### config.mk
export PLATFORM = sky130hd
export DESIGN_NAME = rs232_frame_decoder
export DESIGN_NICKNAME = d
export VERILOG_FILES = /design/src/rtl/rs232_frame_decoder.sv
export SDC_FILE = /design/constraint.sdc
export NUM_CORES = 1
export LEC_CHECK = 0
export ABC_AREA = 1
export BUFFER_PORTS_ARGS = -buffer_cell sky130_fd_sc_hd__buf_4
export CAP_MARGIN = 20
export CORE_UTILIZATION = 30
export CTS_CLUSTER_DIAMETER = 200
export CTS_CLUSTER_SIZE = 16
export DETAILED_ROUTE_END_ITERATION = 10
export PLACE_DENSITY = 0.58
export SYNTH_ARGS = -nofsm -noshare
export SYNTH_HDL_FRONTEND = slang
export SYNTH_SLANG_ARGS = --single-unit
### constraint.sdc
create_clock -name CLOCK_50 -period 3.92 [get_ports CLOCK_50]
set_clock_uncertainty 0.2 [all_clocks]
set_input_delay 0.392 -clock CLOCK_50 [delete_from_list [all_inputs] [get_ports CLOCK_50]]
set_output_delay 0.392 -clock CLOCK_50 [all_outputs]
set_load 0.1 [all_outputs]
### src/rtl/rs232_frame_decoder.sv
// Decodes byte-stream frames (0xFF, CMD, LEN, LEN data bytes LSB-first) into a
// parallel CMD/LEN/DATA word with valid/error strobes and an inter-byte timeout.
module rs232_frame_decoder #(
    parameter int MAX_LEN        = 4,
    parameter int TIMEOUT_CYCLES = 100000
) (
    input  logic                 CLOCK_50,
    input  logic                 RESET,
    input  logic [7:0]           RX_DATA,
    input  logic                 RX_VALID,
    output logic [7:0]           FRAME_CMD,
    output logic [7:0]           FRAME_LEN,
    output logic [8*MAX_LEN-1:0] FRAME_DATA,
    output logic                 FRAME_VALID,
    output logic                 FRAME_ERR,
    output logic [1:0]           ERR_CODE
);

    localparam int            DW        = 8 * MAX_LEN;
    localparam int            TW        = (TIMEOUT_CYCLES > 2) ? $clog2(TIMEOUT_CYCLES) : 1;
    localparam logic [TW-1:0] TLAST     = TW'(TIMEOUT_CYCLES - 1);
    localparam logic [7:0]    MAX_LEN_B = 8'(MAX_LEN);
    localparam logic [1:0]    ERR_OVF   = 2'd1;
    localparam logic [1:0]    ERR_TMO   = 2'd2;

    typedef enum logic [1:0] {ST_SYNC, ST_CMD, ST_LEN, ST_DATA} state_t;

    state_t        r_state;
    logic [7:0]    r_cmd;
    logic [7:0]    r_len;
    logic [7:0]    r_idx;
    logic [DW-1:0] r_asm;
    logic [TW-1:0] r_tcnt;
    logic [7:0]    r_frame_cmd;
    logic [7:0]    r_frame_len;
    logic [DW-1:0] r_frame_data;
    logic          r_frame_valid;
    logic          r_frame_err;
    logic [1:0]    r_err_code;

    logic [DW-1:0] w_asm_next;
    logic [7:0]    w_idx_inc;
    logic          w_last;
    logic          w_expired;

    // Assembly register with the incoming byte merged into lane r_idx.
    generate
        for (genvar gi = 0; gi < MAX_LEN; gi++) begin : g_lane
            assign w_asm_next[8*gi +: 8] = (r_idx == 8'(gi)) ? RX_DATA : r_asm[8*gi +: 8];
        end
    endgenerate

    assign w_idx_inc = r_idx + 8'd1;
    assign w_last    = (w_idx_inc == r_len);
    assign w_expired = (r_state != ST_SYNC) && (r_tcnt == TLAST);

    always_ff @(posedge CLOCK_50 or posedge RESET) begin
        if (RESET) begin
            r_state       <= ST_SYNC;
            r_cmd         <= '0;
            r_len         <= '0;
            r_idx         <= '0;
            r_asm         <= '0;
            r_tcnt        <= '0;
            r_frame_cmd   <= '0;
            r_frame_len   <= '0;
            r_frame_data  <= '0;
            r_frame_valid <= 1'b0;
            r_frame_err   <= 1'b0;
            r_err_code    <= '0;
        end else begin
            r_frame_valid <= 1'b0;
            r_frame_err   <= 1'b0;
            if (r_state == ST_SYNC || RX_VALID) begin
                r_tcnt <= '0;
            end else begin
                r_tcnt <= r_tcnt + 1'b1;
            end

            // A byte on the expiry cycle takes priority over the timeout.
            if (RX_VALID) begin
                case (r_state)
                    ST_SYNC: begin
                        if (RX_DATA == 8'hFF) begin
                            r_state <= ST_CMD;
                        end
                    end
                    ST_CMD: begin
                        r_cmd   <= RX_DATA;
                        r_state <= ST_LEN;
                    end
                    ST_LEN: begin
                        if (RX_DATA > MAX_LEN_B) begin
                            r_frame_err <= 1'b1;
                            r_err_code  <= ERR_OVF;
                            r_state     <= ST_SYNC;
                        end else if (RX_DATA == 8'd0) begin
                            r_frame_cmd   <= r_cmd;
                            r_frame_len   <= 8'd0;
                            r_frame_data  <= '0;
                            r_frame_valid <= 1'b1;
                            r_state       <= ST_SYNC;
                        end else begin
                            r_len   <= RX_DATA;
                            r_asm   <= '0;
                            r_idx   <= 8'd0;
                            r_state <= ST_DATA;
                        end
                    end
                    ST_DATA: begin
                        r_asm <= w_asm_next;
                        r_idx <= w_idx_inc;
                        if (w_last) begin
                            r_frame_cmd   <= r_cmd;
                            r_frame_len   <= r_len;
                            r_frame_data  <= w_asm_next;
                            r_frame_valid <= 1'b1;
                            r_state       <= ST_SYNC;
                        end
                    end
                    default: r_state <= ST_SYNC;
                endcase
            end else if (w_expired) begin
                r_frame_err <= 1'b1;
                r_err_code  <= ERR_TMO;
                r_tcnt      <= '0;
                r_state     <= ST_SYNC;
            end
        end
    end

    assign FRAME_CMD   = r_frame_cmd;
    assign FRAME_LEN   = r_frame_len;
    assign FRAME_DATA  = r_frame_data;
    assign FRAME_VALID = r_frame_valid;
    assign FRAME_ERR   = r_frame_err;
    assign ERR_CODE    = r_err_code;

endmodule

==> flow_metrics.tcl, run 1 <==
set metrics [dict create \
    grt_max_degree 62 \
    synth_ff_type "dfrtp_1" \
    critPathArrivalTime_ns 3.17 \
    syn-cell-area_um2 6227 \
    clock.fmax_ghz 0.3242 \
    ys_top_cells_by_area "dfrtp_1, nand2_1, o21ai_0" \
    clk_latency_ns 0.42 \
    vias 4988 \
    fp.dieH_um 146.1 \
    antenna_found_initial 0 \
    grt_usage 0.1509 \
    cts_setup_buffers 0 \
    slew_headroom 0.3194 \
    drt_first_pass_iters 4 \
    grt_pass1_vias 4760 \
    hpwlAfterDp_mm 10.33 \
    clock-sinks 127 \
    design.core.area_um2 20300 \
    synth_edf_count 0 \
    die_area_um2 21340 \
    cts_root_buffer "clkbuf_16" \
    p_per_area_nw_per_um2 742.5 \
    async_reset_ff_frac 1.000 \
    start_util 0.3068 \
    yosysTopAreaCellShare 0.5103 \
    hold_viol 0 \
    synth_top_area_cell "dfrtp_1" \
    synth.most_common_cell "nand2_1" \
    area_delta_synth_final_pct 20.61 \
    numCtsBuffers 17 \
    start_kind "register" \
    cts.repair.resized 0 \
    critPathRequiredTime_ns 4.00 \
    fin_tns_setup_ns 0 \
    first_iter_violations 278 \
    avgViaCountPerCell 4.619 \
    fin_nets 815 \
    rsz0062_at_grt "no" \
    diodes 0 \
    synthCells 739 \
    drive_above_1_share 0.1877 \
    yosysWarnings 0 \
    end_kind "register" \
    fin_crit_ns 3.084 \
    ys_seq_area_frac 0.5103 \
    routed_wl_mm 15.02 \
    grt_pass1_wl_mm 25.12 \
    htree_num_levels 4 \
    ir_drop_v 0.0002979 \
    ys_ff_latch 127 \
    cts_tree "built" \
    worst_slew_pin_slew_ns 1.017 \
    hold_path.class "input port to register" \
    p_leak_uw 0.003506 \
    drc 0 \
    die_x_um 146.1 \
    rows 52 \
    grt_overflow 0 \
    cp_max_fo 61 \
    synth_fp_nets 756 \
    period_share 0.7868 \
    drv_cap 0 \
    synthTopCellsByCount "nand2_1, dfrtp_1, inv_1" \
    status "finished, final reports clean" \
    cts_buffer_depth 2 \
    syn_avg_cell_area_um2 8.427 \
    ios 63 \
    crit_type "register to register" \
    setup_viol 0 \
    power.total_uw 5577 \
    io_buffers 62 \
    antenna_left 0 \
    wire_per_inst_um 13.90 \
    drv_slew 0 \
    clk_pin_slew_ns 0.06 \
    synth_cell_types 38 \
    gp_congestion 0.7967 \
]
[metal layers]
layer | GRT usage | wire length (um) | vias to the layer above
met2 | 0.2201 | 6473 | 103
met5 | 0 | 0 | -
met3 | 0.04156 | 771 | 14
met1 | 0.2144 | 7570 | 2366
met4 | 0.05156 | 200 | 0
li1 | - | - | 2505
[logic make-up (layout without fill, tap and decap cells)]
group                      Yosys count  count (layout)  synth area share
muxes                                3               3          0.005425
DFF                                127             127            0.5103
and+or+nand+nor                    327             327            0.2425
adders and majority gates            6               6           0.01206
xor gates and xnor gates             7               7          0.009845
buffers and inverters              120             191           0.08961
AOI/OAI and AO/OA                  149             149            0.1302
[worst paths after layout]
path	startpoint	to	slack, ns	cells after the start
min reg2reg	r_tcnt[0]$_DFF_PP0_	r_tcnt[0]$_DFF_PP0_	0.27	1
min in group asynchronous	RESET	r_cmd[6]$_DFFE_PP0P_	0.47	3
min	RX_DATA[4]	r_cmd[4]$_DFFE_PP0P_	0.06	3
max	r_idx[0]$_DFFE_PP0P_	FRAME_DATA[28]$_DFFE_PP0P_	0.84	12
max reg2reg	r_idx[0]$_DFFE_PP0P_	FRAME_DATA[28]$_DFFE_PP0P_	0.84	12
max in group asynchronous	RESET	FRAME_DATA[20]$_DFFE_PP0P_	2.12	4
[stage by stage]
stage	hold slack [ns]	utilization	worst slack, ns	cells	area (um^2)
4_1_cts	0.04051	0.3700	0.8145	1080	7511
6_report	0.06051	0.3700	0.8356	1080	7511
3_5_place_dp	0.2626	0.3394	0.8252	1048	6889
2_1_floorplan	0.2321	-	1.761	739	6231
3_3_place_gp	0.2541	0.3394	0.8778	1048	6889
5_1_grt	0.05832	0.3700	0.5195	1080	7511
[report_power, final]
part	internal (uW)	switching (uW)	leakage (uW)
clock network	1030	594	0.000296
logic	490	1640	0.00149
registers	1640	185	0.00172
total	3160	2420	0.00351
[registers in the layout, indices dropped and copies added, names as in the netlist]
register / cells
r_cmd: 8
r_tcnt: 17
r_asm: 32
r_idx: 8
r_state: 2
ERR_CODE: 2
FRAME_CMD: 8
FRAME_LEN: 8
FRAME_VALID: 1
FRAME_DATA: 32
r_len: 8
FRAME_ERR: 1
[worst max-delay path: stages (launching register included)]
cell and delay, ns:
dfrtp_1 0.48, inv_2 0.12, ha_1 0.34, xnor2_1 0.14
nand2_1 0.06, nor2_1 0.13, nand2_1 0.12, nor2_2 0.11
nand3_2 0.10, nand2_4 0.34, nand2_4 0.49, nand2_1 0.23
o21ai_2 0.07
[what timing repair did]
| action | CTS | global route |
|---|---|---|
| hold buffers | 1 | 0 |
| hold endpoints to repair | 31 | 0 |
| endpoints found under the setup margin | 0 | 0 |
[area by class of cell]
class / count / area, um^2
Fill cell: 2122 / 12790
Sequential cell: 127 / 3178
Multi-Input combinational cell: 492 / 2496
Timing Repair Buffer: 68 / 538.0
Clock buffer: 19 / 452.9
Inverter: 92 / 349.1
Tap cell: 270 / 337.8
Clock inverter: 12 / 158.9
[cells in the final DEF (no fill, tap or decap), types with 2 or more instances in the layout]
| cell | count |
|---|---|
| clkinv_2 | 2 |
| o21ai_2 | 10 |
| clkinvlp_4 | 3 |
| a21oi_1 | 33 |
| a31oi_1 | 2 |
| o21ai_1 | 19 |
| nor2_2 | 7 |
| clkinv_4 | 2 |
| dfrtp_1 | 127 |
| mux2_1 | 3 |
| nand2_1 | 177 |
| nor3b_1 | 3 |
| nor3_1 | 8 |
| o21ai_0 | 74 |
| bufinv_16 | 3 |
| nor2_1 | 42 |
| inv_2 | 6 |
| nand3_2 | 13 |
| clkbuf_8 | 2 |
| nand2_2 | 10 |
| nand2_4 | 2 |
| nand4_1 | 10 |
| nor2_4 | 2 |
| o21a_1 | 6 |
| xor2_1 | 5 |
| xnor2_1 | 2 |
| nand3_1 | 48 |
| buf_4 | 65 |
| o21bai_1 | 2 |
| buf_12 | 2 |
| clkbuf_16 | 17 |
| o22ai_1 | 2 |
| inv_6 | 3 |
| inv_1 | 85 |
| ha_1 | 6 |
Note: power is estimated with default switching activity, not from simulation.
==> inputs of run 2 (changes only) <==
PLACE_DENSITY = 0.56   (was 0.58)
clock period = 3.2 ns   (was 3.92 ns; I/O delays follow)
==> flow_metrics.tcl, run 2 (synthesized netlist as in run 1, its figures left out) <==
set metrics [dict create \
    hold_viol 0 \
    clock-sinks 127 \
    crit_start "RX_DATA[4]" \
    layout_common_cells "nand2_1, dfrtp_1, inv_1" \
    cts_root_buffer "clkbuf_16" \
    antenna_left 0 \
    layoutNonFillerInstCount 1092 \
    holdWs_ns 0.03278 \
    hpwlAfterDp_mm 10.44 \
    num-fill-cells 2144 \
    layout_commonest_cell "nand2_1" \
    crit_type "input port to register" \
    seq_area_um2 3178 \
    routed_wl_mm 15.02 \
    critPathRequiredTime_ns 3.28 \
    p_per_area_nw_per_um2 889.5 \
    dpl.cell_count 1053 \
    fin_tns_setup_ns 0 \
    path_cells "dlygate4sd3_1, buf_4, nor2_1, nand3b_1, a21o_1, nand2_2, nand2_2, nor3_4, buf_4, nand2_4, nand2_1, o21ai_2" \
    p_leak_uw 0.003552 \
    diodes 0 \
    start_util 0.3068 \
    vias 5021 \
    multi_input_comb_area_um2 2496 \
    clock.fmax_ghz 0.3680 \
    fp.dieH_um 146.1 \
    crit_cells 12 \
    grt_pass1_wl_mm 25.12 \
    hp-start "RX_DATA[2]" \
    avgViaCountPerCell 4.598 \
    slew_headroom 0.5035 \
    cts_setup_buffers 0 \
    ir_drop_v 0.0003994 \
    wire_per_inst_um 13.76 \
    rsz0062_at_grt "no" \
    fin_nets 828 \
    r2r_end "FRAME_CMD[1]$_DFFE_PP0P_" \
    die_area_um2 21340 \
    r2r_slack_ns 0.56 \
    status "finished, final reports clean" \
    cts_tree "built" \
    critical_path.top_delay_family "simple AND/OR/NAND/NOR gates" \
    setup_viol 0 \
    critPathArrivalTime_ns 2.80 \
    antenna_found_initial 0 \
    htree_num_levels 4 \
    first_iter_violations 233 \
    clk_latency_ns 0.42 \
    drive_above_1_share 0.1898 \
    crit_slowest_cell "dlygate4sd3_1" \
    design.core.area_um2 20300 \
    drv_cap 0 \
    rows 52 \
    worstHoldPathCells 3 \
    gp_congestion 0.8167 \
    cts.repair.resized 0 \
    worst_slew_pin_slew_ns 0.7448 \
    r2r_cells 12 \
    min_to "r_cmd[2]$_DFFE_PP0P_" \
    r2r_start "r_idx[0]$_DFFE_PP0P_" \
    drv_slew 0 \
    clk_pin_slew_ns 0.05 \
    start_kind "input port" \
    slowest_delay_ns 0.55 \
    area_delta_synth_final_pct 22.16 \
    period_share 0.8492 \
    grt_max_degree 62 \
    ios 63 \
    grt_overflow 0 \
    grt_usage 0.1504 \
    grt_pass1_vias 4967 \
    io_buffers 62 \
    drt_first_pass_iters 4 \
    hold_path.class "input port to register" \
    end_kind "register" \
    cp_max_fo 61 \
    fin_crit_ns 2.718 \
    cts_buffer_depth 2 \
    critPathBufInv 3 \
    numCtsBuffers 17 \
    die_x_um 146.1 \
    drc 0 \
]
==> run 2: cell count changes in the layout (fill, tap and decap cells not counted) <==
cell	previous run	this run
dlygate4sd3_1	1	8
buf_4	65	70
inv_6	3	1
buf_12	2	3
bufinv_16	3	2
clkbuf_1	0	1
clkbuf_8	2	3
clkinv_4	2	1
clkinvlp_4	3	4
==> run 2: metrics by stage <==
step                      total power (uW)  cell area (um^2)  utilization  setup slack (ns)
after floorplan                       4350              6231            -             1.049
after CTS                             6840              7600       0.3744            0.5168
after detailed placement              4882              6939       0.3418            0.5514
final                                 6767              7607       0.3748            0.4824
after global routing                  7176              7607       0.3748            0.2595
after global placement                4849              6939       0.3418            0.6640
==> run 2: tightest hold or removal path: stages <==
cell and delay [ns]:
buf_4 0.16, nand2_1 0.06, o21ai_0 0.06
==> run 2: timing repair <==
action	CTS	global route
setup endpoints to repair	0	0
hold endpoints to repair	32	0
hold buffers	8	0
==> run 2: cell type report <==
class | instances | area share
inverter | 92 | 0.04589
timing repair buffer | 81 | 0.08750
multi-input combinational | 492 | 0.3281
tap | 270 | 0.04441
clock inverter | 9 | 0.01447
clock buffer | 21 | 0.06184
sequential | 127 | 0.4178
==> run 2: worst max-delay path by stage <==
stage | to
after floorplan | FRAME_DATA[0]$_DFFE_PP0P_
after global placement | FRAME_CMD[0]$_DFFE_PP0P_
after detailed placement | FRAME_CMD[1]$_DFFE_PP0P_
after CTS | FRAME_CMD[1]$_DFFE_PP0P_
after global routing | FRAME_DATA[29]$_DFFE_PP0P_
final | FRAME_CMD[1]$_DFFE_PP0P_
==> run 2: where the power goes <==
part | internal, uW | switching (uW) | total (uW)
Sequential | 2000 | 221 | 2220
Clock | 1200 | 709 | 1910
Combinational | 626 | 2010 | 2630
==> run 2: layer usage <==
metal | global-route usage | part of all wire | vias to the layer above
met5 | 0 | 0 | -
met4 | 0.05833 | 0.014 | 0
met3 | 0.03313 | 0.043 | 15
met2 | 0.2301 | 0.45 | 85
met1 | 0.2074 | 0.49 | 2390
li1 | - | - | 2531
